## config.mk

```make
export PLATFORM = sky130hd
export DESIGN_NAME = mc_control
export DESIGN_NICKNAME = d
export VERILOG_FILES = /design/src/rtl/mc_control.sv
export SDC_FILE = /design/constraint.sdc
export NUM_CORES = 1
export LEC_CHECK = 0
export BUFFER_PORTS_ARGS = -buffer_cell sky130_fd_sc_hd__buf_2
export CORE_AREA = 5 5 71 73
export CTS_BUF_LIST = sky130_fd_sc_hd__clkbuf_8
export DETAILED_ROUTE_END_ITERATION = 7
export DIE_AREA = 0 0 76 78
export PLACE_DENSITY = 0.8
export SETUP_SLACK_MARGIN = 0.05
export SLEW_MARGIN = 15
export SYNTH_ARGS = -nofsm -noshare
export SYNTH_HDL_FRONTEND = slang
export SYNTH_SLANG_ARGS = --single-unit
```

## constraint.sdc

```tcl
create_clock -name clk -period 2.7 [get_ports clk]
set_input_delay 0.135 -clock clk [delete_from_list [all_inputs] [get_ports clk]]
set_output_delay 0.135 -clock clk [all_outputs]
set_load 0.02 [all_outputs]
```

## src/rtl/mc_control.sv

```systemverilog
// mc_control: multicycle main controller for the shared IFU/regfile/ALU/memory
// datapath. Sequences fetch/decode/execute/memory/writeback, stalls on memory
// wait states and counts retired instructions.
// Build option: define MC_CONTROL_ILLEGAL_TRAP_EN to trap unknown opcode/funct
// into a sticky HALT state with the illegal flag set.
module mc_control #(
    parameter int unsigned CNT_W = 32
) (
    input  logic             clk,
    input  logic             rst_n,
    input  logic [5:0]       opcode,
    input  logic [5:0]       funct,
    input  logic             zero,
    input  logic             mem_ready,
    output logic             mem_read,
    output logic             mem_write,
    output logic             iord,
    output logic             ir_write,
    output logic             pc_en,
    output logic [1:0]       pc_src,
    output logic [1:0]       alu_src_a,
    output logic [1:0]       alu_src_b,
    output logic [2:0]       alu_ctrl,
    output logic             reg_dst,
    output logic             mem_to_reg,
    output logic             reg_write,
    output logic [CNT_W-1:0] instr_count,
    output logic             illegal
);

    localparam logic [5:0] OP_RTYPE = 6'b000000;
    localparam logic [5:0] OP_LW    = 6'b100011;
    localparam logic [5:0] OP_SW    = 6'b101011;
    localparam logic [5:0] OP_BEQ   = 6'b000100;
    localparam logic [5:0] OP_ADDI  = 6'b001000;
    localparam logic [5:0] OP_J     = 6'b000010;

    localparam logic [5:0] FN_ADD = 6'b100000;
    localparam logic [5:0] FN_SUB = 6'b100010;
    localparam logic [5:0] FN_AND = 6'b100100;
    localparam logic [5:0] FN_OR  = 6'b100101;
    localparam logic [5:0] FN_SLT = 6'b101010;
    localparam logic [5:0] FN_SLL = 6'b000000;

    localparam logic [2:0] ALU_AND = 3'b000;
    localparam logic [2:0] ALU_OR  = 3'b001;
    localparam logic [2:0] ALU_ADD = 3'b010;
    localparam logic [2:0] ALU_SUB = 3'b110;
    localparam logic [2:0] ALU_SLT = 3'b111;
    localparam logic [2:0] ALU_SLL = 3'b011;

    typedef enum logic [3:0] {
        S_FETCH,
        S_DECODE,
        S_MEMADR,
        S_MEMRD,
        S_MEMWB,
        S_MEMWR,
        S_RTYPE_EX,
        S_RTYPE_WB,
        S_ADDI_EX,
        S_ADDI_WB,
        S_BEQ_EX,
        S_J_EX
`ifdef MC_CONTROL_ILLEGAL_TRAP_EN
        , S_HALT
`endif
    } state_t;

    state_t           state_q, state_d;
    logic             retire;
    logic             pc_write;
    logic             branch;
    logic [2:0]       funct_alu;
    logic [CNT_W-1:0] count_q;
`ifdef MC_CONTROL_ILLEGAL_TRAP_EN
    logic             funct_known;
    logic             trap;
    logic             illegal_q;
`endif

    // State register
    always_ff @(posedge clk or negedge rst_n) begin
        if (!rst_n) state_q <= S_FETCH;
        else        state_q <= state_d;
    end

    // R-type funct to ALU operation; unknown funct falls back to add
    always_comb begin
        funct_alu = ALU_ADD;
`ifdef MC_CONTROL_ILLEGAL_TRAP_EN
        funct_known = 1'b1;
`endif
        case (funct)
            FN_ADD:  funct_alu = ALU_ADD;
            FN_SUB:  funct_alu = ALU_SUB;
            FN_AND:  funct_alu = ALU_AND;
            FN_OR:   funct_alu = ALU_OR;
            FN_SLT:  funct_alu = ALU_SLT;
            FN_SLL:  funct_alu = ALU_SLL;
            default: begin
                funct_alu = ALU_ADD;
`ifdef MC_CONTROL_ILLEGAL_TRAP_EN
                funct_known = 1'b0;
`endif
            end
        endcase
    end

    // Next-state and retire decode
    always_comb begin
        state_d = state_q;
        retire  = 1'b0;
`ifdef MC_CONTROL_ILLEGAL_TRAP_EN
        trap    = 1'b0;
`endif
        case (state_q)
            S_FETCH:  if (mem_ready) state_d = S_DECODE;
            S_DECODE: begin
                case (opcode)
                    OP_RTYPE:    state_d = S_RTYPE_EX;
                    OP_LW, OP_SW: state_d = S_MEMADR;
                    OP_BEQ:      state_d = S_BEQ_EX;
                    OP_ADDI:     state_d = S_ADDI_EX;
                    OP_J:        state_d = S_J_EX;
                    default: begin
`ifdef MC_CONTROL_ILLEGAL_TRAP_EN
                        state_d = S_HALT;
                        trap    = 1'b1;
`else
                        // unknown opcode retires as a NOP straight from decode
                        state_d = S_FETCH;
                        retire  = 1'b1;
`endif
                    end
                endcase
            end
            S_MEMADR: state_d = (opcode == OP_LW) ? S_MEMRD : S_MEMWR;
            S_MEMRD:  if (mem_ready) state_d = S_MEMWB;
            S_MEMWR: begin
                if (mem_ready) begin
                    state_d = S_FETCH;
                    retire  = 1'b1;
                end
            end
            S_RTYPE_EX: begin
`ifdef MC_CONTROL_ILLEGAL_TRAP_EN
                if (!funct_known) begin
                    state_d = S_HALT;
                    trap    = 1'b1;
                end else begin
                    state_d = S_RTYPE_WB;
                end
`else
                state_d = S_RTYPE_WB;
`endif
            end
            S_ADDI_EX: state_d = S_ADDI_WB;
            S_MEMWB, S_RTYPE_WB, S_ADDI_WB, S_BEQ_EX, S_J_EX: begin
                state_d = S_FETCH;
                retire  = 1'b1;
            end
`ifdef MC_CONTROL_ILLEGAL_TRAP_EN
            S_HALT: state_d = S_HALT;
`endif
            default: state_d = S_FETCH;
        endcase
    end

    // Moore control decode; held at zero while reset is asserted
    always_comb begin
        mem_read   = 1'b0;
        mem_write  = 1'b0;
        iord       = 1'b0;
        ir_write   = 1'b0;
        pc_write   = 1'b0;
        branch     = 1'b0;
        pc_src     = '0;
        alu_src_a  = '0;
        alu_src_b  = '0;
        alu_ctrl   = '0;
        reg_dst    = 1'b0;
        mem_to_reg = 1'b0;
        reg_write  = 1'b0;
        if (rst_n) begin
            case (state_q)
                S_FETCH: begin
                    mem_read  = 1'b1;
                    alu_src_b = 2'd1;
                    alu_ctrl  = ALU_ADD;
                    ir_write  = mem_ready;
                    pc_write  = mem_ready;
                end
                S_DECODE: begin
                    alu_src_b = 2'd3;
                    alu_ctrl  = ALU_ADD;
                end
                S_MEMADR, S_ADDI_EX: begin
                    alu_src_a = 2'd1;
                    alu_src_b = 2'd2;
                    alu_ctrl  = ALU_ADD;
                end
                S_MEMRD: begin
                    iord     = 1'b1;
                    mem_read = 1'b1;
                end
                S_MEMWB: begin
                    mem_to_reg = 1'b1;
                    reg_write  = 1'b1;
                end
                S_MEMWR: begin
                    iord      = 1'b1;
                    mem_write = 1'b1;
                end
                S_RTYPE_EX: begin
                    alu_src_a = (funct == FN_SLL) ? 2'd2 : 2'd1;
                    alu_ctrl  = funct_alu;
                end
                S_RTYPE_WB: begin
                    reg_dst   = 1'b1;
                    reg_write = 1'b1;
                end
                S_ADDI_WB: reg_write = 1'b1;
                S_BEQ_EX: begin
                    alu_src_a = 2'd1;
                    alu_ctrl  = ALU_SUB;
                    branch    = 1'b1;
                    pc_src    = 2'd1;
                end
                S_J_EX: begin
                    pc_write = 1'b1;
                    pc_src   = 2'd2;
                end
                default: ;
            endcase
        end
    end

    assign pc_en = pc_write | (branch & zero);

    // Retired-instruction counter, wraps silently
    always_ff @(posedge clk or negedge rst_n) begin
        if (!rst_n)      count_q <= '0;
        else if (retire) count_q <= count_q + CNT_W'(1);
    end

    assign instr_count = count_q;

`ifdef MC_CONTROL_ILLEGAL_TRAP_EN
    // Sticky illegal flag, cleared only by reset
    always_ff @(posedge clk or negedge rst_n) begin
        if (!rst_n)    illegal_q <= 1'b0;
        else if (trap) illegal_q <= 1'b1;
    end

    assign illegal = illegal_q;
`else
    assign illegal = 1'b0;
`endif

endmodule
```

==> metrics.log, run 1 <==
INFO  metric die-area = 0.00593 sq mm
INFO  metric power.clock.fraction = 20.3%
INFO  metric highest_clock_frequency_the_design_can_meet = 0.443 GHz
INFO  metric finalSetupTns = 0 ns
INFO  metric edff_count_synth = 0
INFO  metric detail_route.first_pass.iterations = 4
INFO  metric crit_fanout = 8
INFO  metric io_buffer_count = 64
INFO  metric synthMostInstantiatedCell = sky130_fd_sc_hd__dfrtp_1
INFO  metric yosys.area.top_type = sky130_fd_sc_hd__dfrtp_1
INFO  metric worst_ep_required_time = 2.90 ns
INFO  metric critical_path.reg2reg.endpoint = instr_count[26]$_DFFE_PN0P_
INFO  metric vias = 2,041
INFO  metric synth_top_cells_by_count = 36 x sky130_fd_sc_hd__dfrtp_1, 28 x sky130_fd_sc_hd__xor2_1, 24 x sky130_fd_sc_hd__nor2_1
INFO  metric grt-ovfl-total = 0
INFO  metric post_cts.resized_instances = 0
INFO  metric timing_worst_setup_path_type = reg -> reg
INFO  metric preCtsSetupSlack = 0.473 ns
INFO  metric tritoncts_num_sinks = 36
INFO  metric cts_hold_buffers = 0
INFO  metric critical_path_end_type = flop
INFO  metric cap_viol_max_count = 0
INFO  metric avgViaCountPerCell = 5.67
INFO  metric clk_path_buf_depth = 2
INFO  metric netSwitchingFraction = 41.7%
INFO  metric wl = 5150 microns
INFO  metric vdd.ir_drop.worst = 467 uV
INFO  metric area_growth_syn_to_layout = 19.3%
INFO  metric netlist.area_leader.share = 39.9%
INFO  metric design.final.nets = 324
INFO  metric worst_pin_slew = 0.542 ns
INFO  metric insertion_delay_of_the_later_clocked_pin_in_the_worst_skew_pair = 0.29 ns
INFO  metric i_o_pin_count = 66
INFO  metric report.power.total = 1.87 mW
INFO  metric postSynthNetCount = 262
INFO  metric timing_hold_violations_final = 0
INFO  metric detail-route-antenna-nets = 0
INFO  metric timing.reg2reg.worst_path_depth = 5
INFO  metric grt_start_max_net_pins = 38
INFO  metric yosys_warnings = 0
INFO  metric cellLeakagePower = 1.11 nW
INFO  metric num_rows = 24
INFO  metric grt_antenna_before_repair = 0
INFO  metric worstPathCellList = nand3_1 -> or4_1 -> or2_0 -> nor4b_4 -> xor2_1
INFO  metric initialDrtViolationCount = 150
INFO  metric synth.distinct_cells = 49
INFO  metric die_width = 76 microns
INFO  metric die_h = 78 microns
INFO  metric slew-limit-headroom = 63.9%
INFO  metric gpl.final_weighted_congestion = 0.822
INFO  metric critical_path.startpoint_type = flop
INFO  metric track_usage = 17.9%
INFO  metric insertedDiodeCount = 0
INFO  metric clockRootBuffer = sky130_fd_sc_hd__clkbuf_8
INFO  metric clock_skew = 0.00621 ns
INFO  metric critPathSlowestCell = sky130_fd_sc_hd__or4_1
INFO  metric r2r_start = instr_count[7]$_DFFE_PN0P_
INFO  metric synth_sequential_area_ratio = 39.9%
INFO  metric power_switching = 0.779 mW
INFO  metric intPower = 1.09 mW
INFO  metric route.detailed.drc = 0
INFO  metric filler_cell_count = 384
INFO  metric pwrdens = 694 mW/mm^2
INFO  metric htree_levels = 2
INFO  metric tritoncts = built
INFO  metric core_area = 0.00429 sq mm
INFO  metric syn-mean-instance-area = 9.22 sq um
INFO  metric initial_utilization = 52.6%
INFO  metric synth.ff_latch_count = 36
INFO  metric clk_transition_reported_paths = 0.07 ns
INFO  metric cp.arrival = 2.46 ns
INFO  metric syn_inst = 245
INFO  metric synth_top_cells_by_area = sky130_fd_sc_hd__dfrtp_1 40%, sky130_fd_sc_hd__xor2_1 11%, sky130_fd_sc_hd__nor3_1 4.2%
INFO  metric timing.hold.worst.class = in -> async
INFO  metric crit_path_time_final = 2.26 ns
INFO  metric sequential_share_of_power = 38.9%
INFO  metric share_of_layout_cells_above_drive_strength_1 = 27.9%
INFO  metric number_of_global_route_vias_before_repair = 1,982
INFO  metric reg2reg_setup_slack = 0.44 ns
INFO  metric asyncSetResetFlopFracSynth = 100%
INFO  metric relative_contribution_of_combinational_cells_to_total_power = 40.7%
INFO  metric fin_hold_ws = 0.00439 ns
INFO  metric grt_first_pass_wirelength = 8940 microns
INFO  metric setup_violations = 0
INFO  metric cts_made_buffers = 5
INFO  metric synthesis.area = 0.00226 sq mm
INFO  metric critical_path.max_stage_delay = 0.65 ns
INFO  metric fin_worst_setup_slack = 0.442 ns
INFO  metric dp_hpwl = 3760 microns
INFO  metric timing.final.crit_share = 83.6%
INFO  metric grt_setup_unrepaired = false
INFO  metric setup_repair_bufs_after_cts = 0
INFO  metric run_status = complete, no violations
INFO  metric synthFlopType = sky130_fd_sc_hd__dfrtp_1
INFO  metric slew_violations = 0
INFO  metric routed_wire_length_per_instance = 14.3 microns
## flip-flops by register name, summed over array words and instances (netlist names)
name         cells
state_q          4
instr_count     32
## cell type report
type | count | area (sq um) | share of cell area (%)
Clock buffer | 6 | 82.6 | 3.06
Clock inverter | 2 | 7.51 | 0.279
Inverter | 4 | 15.0 | 0.557
Multi-Input combinational cell | 190 | 1260 | 46.7
Sequential cell | 36 | 901 | 33.4
Tap cell | 52 | 65.1 | 2.41
Timing Repair Buffer | 70 | 365 | 13.6
## cell families (layout without fill, tap and decap cells)
group	Yosys count	count (layout)	share of synthesized area, %
xor+xnor	34	34	13.2
mux	2	2	0.942
compound gates	25	25	6.98
fa+ha+maj	1	1	0.554
simple gates	127	127	33.9
other cells	1	1	0.166
buf+inv	19	82	4.38
flops	36	36	39.9
## how the worst max path moves through the flow
stage                               start                     endpoint
2_1_floorplan  instr_count[4]$_DFFE_PN0P_  instr_count[21]$_DFFE_PN0P_
3_3_place_gp   instr_count[4]$_DFFE_PN0P_  instr_count[26]$_DFFE_PN0P_
3_5_place_dp   instr_count[4]$_DFFE_PN0P_  instr_count[26]$_DFFE_PN0P_
4_1_cts        instr_count[4]$_DFFE_PN0P_  instr_count[26]$_DFFE_PN0P_
5_1_grt        instr_count[7]$_DFFE_PN0P_  instr_count[22]$_DFFE_PN0P_
6_report       instr_count[7]$_DFFE_PN0P_  instr_count[26]$_DFFE_PN0P_
## stage by stage
| step | std cells | instance area, sq um | util (%) |
|---|---|---|---|
| global placement | 352 | 2610 | 60.7 |
| finish | 360 | 2700 | 62.8 |
| CTS | 360 | 2700 | 62.8 |
| global route | 360 | 2700 | 62.8 |
| detailed placement | 352 | 2610 | 60.7 |
| floorplan | 245 | 2260 | - |
## critical path: cells and delay by family (launching register included)
family / cells / cell delay (ns)
flops: 1 / 0.43
xor+xnor: 1 / 0.17
simple gates: 4 / 1.56
## placed cells by master (no fill, tap or decap), types with 6 or more instances in the layout
master	n
sky130_fd_sc_hd__buf_2	64
sky130_fd_sc_hd__dfrtp_1	36
sky130_fd_sc_hd__xor2_1	28
sky130_fd_sc_hd__nor2_1	24
sky130_fd_sc_hd__nand2_1	20
sky130_fd_sc_hd__nor3_1	19
sky130_fd_sc_hd__nand3_1	12
sky130_fd_sc_hd__nor4_1	9
sky130_fd_sc_hd__a21oi_1	8
sky130_fd_sc_hd__inv_1	6
sky130_fd_sc_hd__nand2b_1	6
sky130_fd_sc_hd__o21ai_0	6
sky130_fd_sc_hd__xnor2_1	6
sky130_fd_sc_hd__clkbuf_8	6
sky130_fd_sc_hd__buf_4	6
## metal layers
| layer | part of all wire [%] | up-vias | global-route usage (%) |
|---|---|---|---|
| met3 | 6.0 | 6 | 3.82 |
| li1 | - | 995 | - |
| met5 | 0 | - | 0 |
| met4 | 1.1 | 0 | 6.23 |
| met1 | 44 | 976 | 22.6 |
| met2 | 48 | 64 | 30.2 |
## power groups by stage
stage / Sequential [mW] / Combinational [mW] / Clock (mW)
2_1_floorplan: 0.812 / 0.482 / 0
3_3_place_gp: 0.729 / 0.751 / 0
3_5_place_dp: 0.736 / 0.766 / 0
4_1_cts: 0.729 / 0.770 / 0.393
5_1_grt: 0.746 / 0.838 / 0.421
6_report: 0.728 / 0.762 / 0.380
(Power assumes the default switching activity.)
==> inputs of run 2 (changes only) <==
--- a/config.mk
+++ b/config.mk
@@ -6,11 +6,11 @@
 export NUM_CORES = 1
 export LEC_CHECK = 0
 export BUFFER_PORTS_ARGS = -buffer_cell sky130_fd_sc_hd__buf_2
-export CORE_AREA = 5 5 71 73
+export CORE_AREA = 5 5 75 77
 export CTS_BUF_LIST = sky130_fd_sc_hd__clkbuf_8
 export DETAILED_ROUTE_END_ITERATION = 7
-export DIE_AREA = 0 0 76 78
-export PLACE_DENSITY = 0.8
+export DIE_AREA = 0 0 80 82
+export PLACE_DENSITY = 0.75
 export SETUP_SLACK_MARGIN = 0.05
 export SLEW_MARGIN = 15
 export SYNTH_ARGS = -nofsm -noshare
==> constraint.sdc (replaced) <==
create_clock -name clk -period 1.9 [get_ports clk]
set_input_delay 0.095 -clock clk [delete_from_list [all_inputs] [get_ports clk]]
set_output_delay 0.095 -clock clk [all_outputs]
set_load 0.02 [all_outputs]
==> run 2 against run 1 <==
Net effect: the flow now finishes with violations (negative setup slack); core utilization is 1.3 points higher; count of clock-buffer cells in the layout unchanged; clock skew decreased by 0.0016 ns; first-iteration DRC count increased by 6.0%; flip-flop and latch count is the same; wire length up 13%; final area is 18% higher; clock power rose by 47%; worst setup slack worse by 0.51 ns; via count is 4.2% higher; register-to-register slack got worse by 0.51 ns; combinational power increased by 110%; highest routed layer unchanged.
==> metrics.log, run 2 (synthesis gave the netlist of run 1 again) <==
INFO  metric run_status = complete, but fails checks
INFO  metric failed_checks = negative setup slack
INFO  metric grt_antenna_before_repair = 0
INFO  metric mostFrequentLayoutCell = sky130_fd_sc_hd__buf_2
INFO  metric track_usage = 17.9%
INFO  metric initial_utilization = 45.7%
INFO  metric detail-route-antenna-nets = 0
INFO  metric worstPathBufferInverterCount = 1
INFO  metric crit_fanout = 18
INFO  metric tritoncts = built
INFO  metric route.detailed.drc = 0
INFO  metric core_area = 0.00494 sq mm
INFO  metric die_h = 82 microns
INFO  metric design.final.nets = 347
INFO  metric vdd.ir_drop.worst = 900 uV
INFO  metric wl = 5820 microns
INFO  metric grt-ovfl-total = 0
INFO  metric dp_hpwl = 4190 microns
INFO  metric finish.cell_count_without_fillers = 401
INFO  metric avgViaCountPerCell = 5.30
INFO  metric cp.arrival = 2.19 ns
INFO  metric grt_start_max_net_pins = 30
INFO  metric area_growth_syn_to_layout = 40.3%
INFO  metric detail_route.first_pass.iterations = 4
INFO  metric gpl.final_weighted_congestion = 0.806
INFO  metric die_width = 80 microns
INFO  metric fin_hold_ws = 0.211 ns
INFO  metric timing.hold.worst.class = in -> async
INFO  metric insertion_delay_of_the_later_clocked_pin_in_the_worst_skew_pair = 0.29 ns
INFO  metric final_util = 64.1%
INFO  metric clk_path_buf_depth = 2
INFO  metric critPathSlowestCell = sky130_fd_sc_hd__dfrtp_1
INFO  metric share_of_layout_cells_above_drive_strength_1 = 43.5%
INFO  metric cts_made_buffers = 5
INFO  metric max_ffs_per_register = 32
INFO  metric slew_violations = 0
INFO  metric worstPathCellList = nand2b_4 -> or3_4 -> o32a_4 -> buf_12 -> nor4_4 -> xor2_1
INFO  metric i_o_pin_count = 66
INFO  metric io_buffer_count = 64
INFO  metric setup_violations = 11
INFO  metric worst_ep_required_time = 2.12 ns
INFO  metric pwrdens = 1010 mW/mm^2
INFO  metric initialDrtViolationCount = 159
INFO  metric highest_clock_frequency_the_design_can_meet = 0.507 GHz
INFO  metric htree_levels = 2
INFO  metric cellLeakagePower = 1.36 nW
INFO  metric clockRootBuffer = sky130_fd_sc_hd__clkbuf_8
INFO  metric mostFrequentLayoutCells = 62 x sky130_fd_sc_hd__buf_2, 28 x sky130_fd_sc_hd__xor2_1, 28 x sky130_fd_sc_hd__dfrtp_1
INFO  metric cap_viol_max_count = 0
INFO  metric timing.final.crit_share = 104%
INFO  metric grt_setup_unrepaired = true
INFO  metric cp_top_family = simple AND/OR/NAND/NOR gates
INFO  metric insertedDiodeCount = 0
INFO  metric clk_transition_reported_paths = 0.07 ns
INFO  metric timing_hold_violations_final = 0
INFO  metric critical_path.max_stage_delay = 0.37 ns
INFO  metric grt_first_pass_wirelength = 9390 microns
INFO  metric number_of_global_route_vias_before_repair = 2,034
INFO  metric report.power.total = 3.18 mW
INFO  metric critical_path.startpoint_type = flop
INFO  metric timing_worst_setup_path_type = reg -> reg
INFO  metric vias = 2,127
INFO  metric die-area = 0.00656 sq mm
INFO  metric num_rows = 26
INFO  metric tritoncts_num_sinks = 36
INFO  metric placed_cells = 392
INFO  metric crit_path_time_final = 1.97 ns
INFO  metric clock_skew = 0.00461 ns
INFO  metric fin_worst_setup_slack = -0.0726 ns
INFO  metric finalSetupTns = -0.387 ns
INFO  metric routed_wire_length_per_instance = 14.5 microns
INFO  metric critical_path_end_type = flop
## run 2: cell type report
class / count / area, sq um
fill: 424 / 1780
multi-input combinational: 190 / 1500
sequential: 36 / 911
timing repair buffer: 93 / 562
tap: 70 / 87.6
clock buffer: 6 / 82.6
inverter: 4 / 15.0
clock inverter: 2 / 7.51
## run 2: path summary, 6_finish.rpt
path                                              from                     endpoint  slack [ns]  cells after the start
max                             state_q[1]$_DFFE_PN0P_  instr_count[17]$_DFFE_PN0P_       -0.07                      6
min in group clk                             mem_ready       state_q[1]$_DFFE_PN0P_        0.24                      4
min                                              rst_n  instr_count[29]$_DFFE_PN0P_        0.21                      2
max in group asynchronous                        rst_n   instr_count[5]$_DFFE_PN0P_        1.05                      3
max reg2reg                     state_q[1]$_DFFE_PN0P_  instr_count[17]$_DFFE_PN0P_       -0.07                      6
min reg2reg                instr_count[31]$_DFFE_PN0P_  instr_count[31]$_DFFE_PN0P_        0.49                      1
## run 2: timing repair
action                                  CTS  global route
endpoints found under the hold margin     7             0
resized for setup                        14            14
setup buffers                             0             0
hold buffers                              1             0
endpoints found under the setup margin   26            32
pin swaps                                 2             8
## run 2: through the flow
step / area, sq um / setup slack, ns
finish: 3170 / -0.0726
CTS: 3100 / -0.0389
global placement: 2910 / -0.0297
global route: 3170 / -0.165
detailed placement: 2910 / -0.0883
floorplan: 2380 / -0.0938
## run 2: metal layers
layer  up-vias  track usage (%)  wire [microns]
li1       1044                -               -
met1      1029             23.2            2560
met2        48             29.9            2880
met3         6             3.62             340
met4         0             6.42              45
met5         -                0               0
## run 2: power breakdown
| part | total, mW | internal (mW) | leakage (nW) | switching, mW |
|---|---|---|---|---|
| Combinational | 1.58 | 0.618 | 0.908 | 0.964 |
| Sequential | 1.05 | 0.898 | 0.394 | 0.148 |
| Clock | 0.557 | 0.285 | 0.0538 | 0.272 |
| Total | 3.18 | 1.80 | 1.36 | 1.38 |
## run 2: worst register-to-register path, stage by stage, from the launching register on
cell and delay (ns):
sky130_fd_sc_hd__dfrtp_1 0.37, sky130_fd_sc_hd__nand2b_4 0.14, sky130_fd_sc_hd__or3_4 0.34, sky130_fd_sc_hd__o32a_4 0.37, sky130_fd_sc_hd__buf_12 0.19, sky130_fd_sc_hd__nor4_4 0.30
sky130_fd_sc_hd__xor2_1 0.19
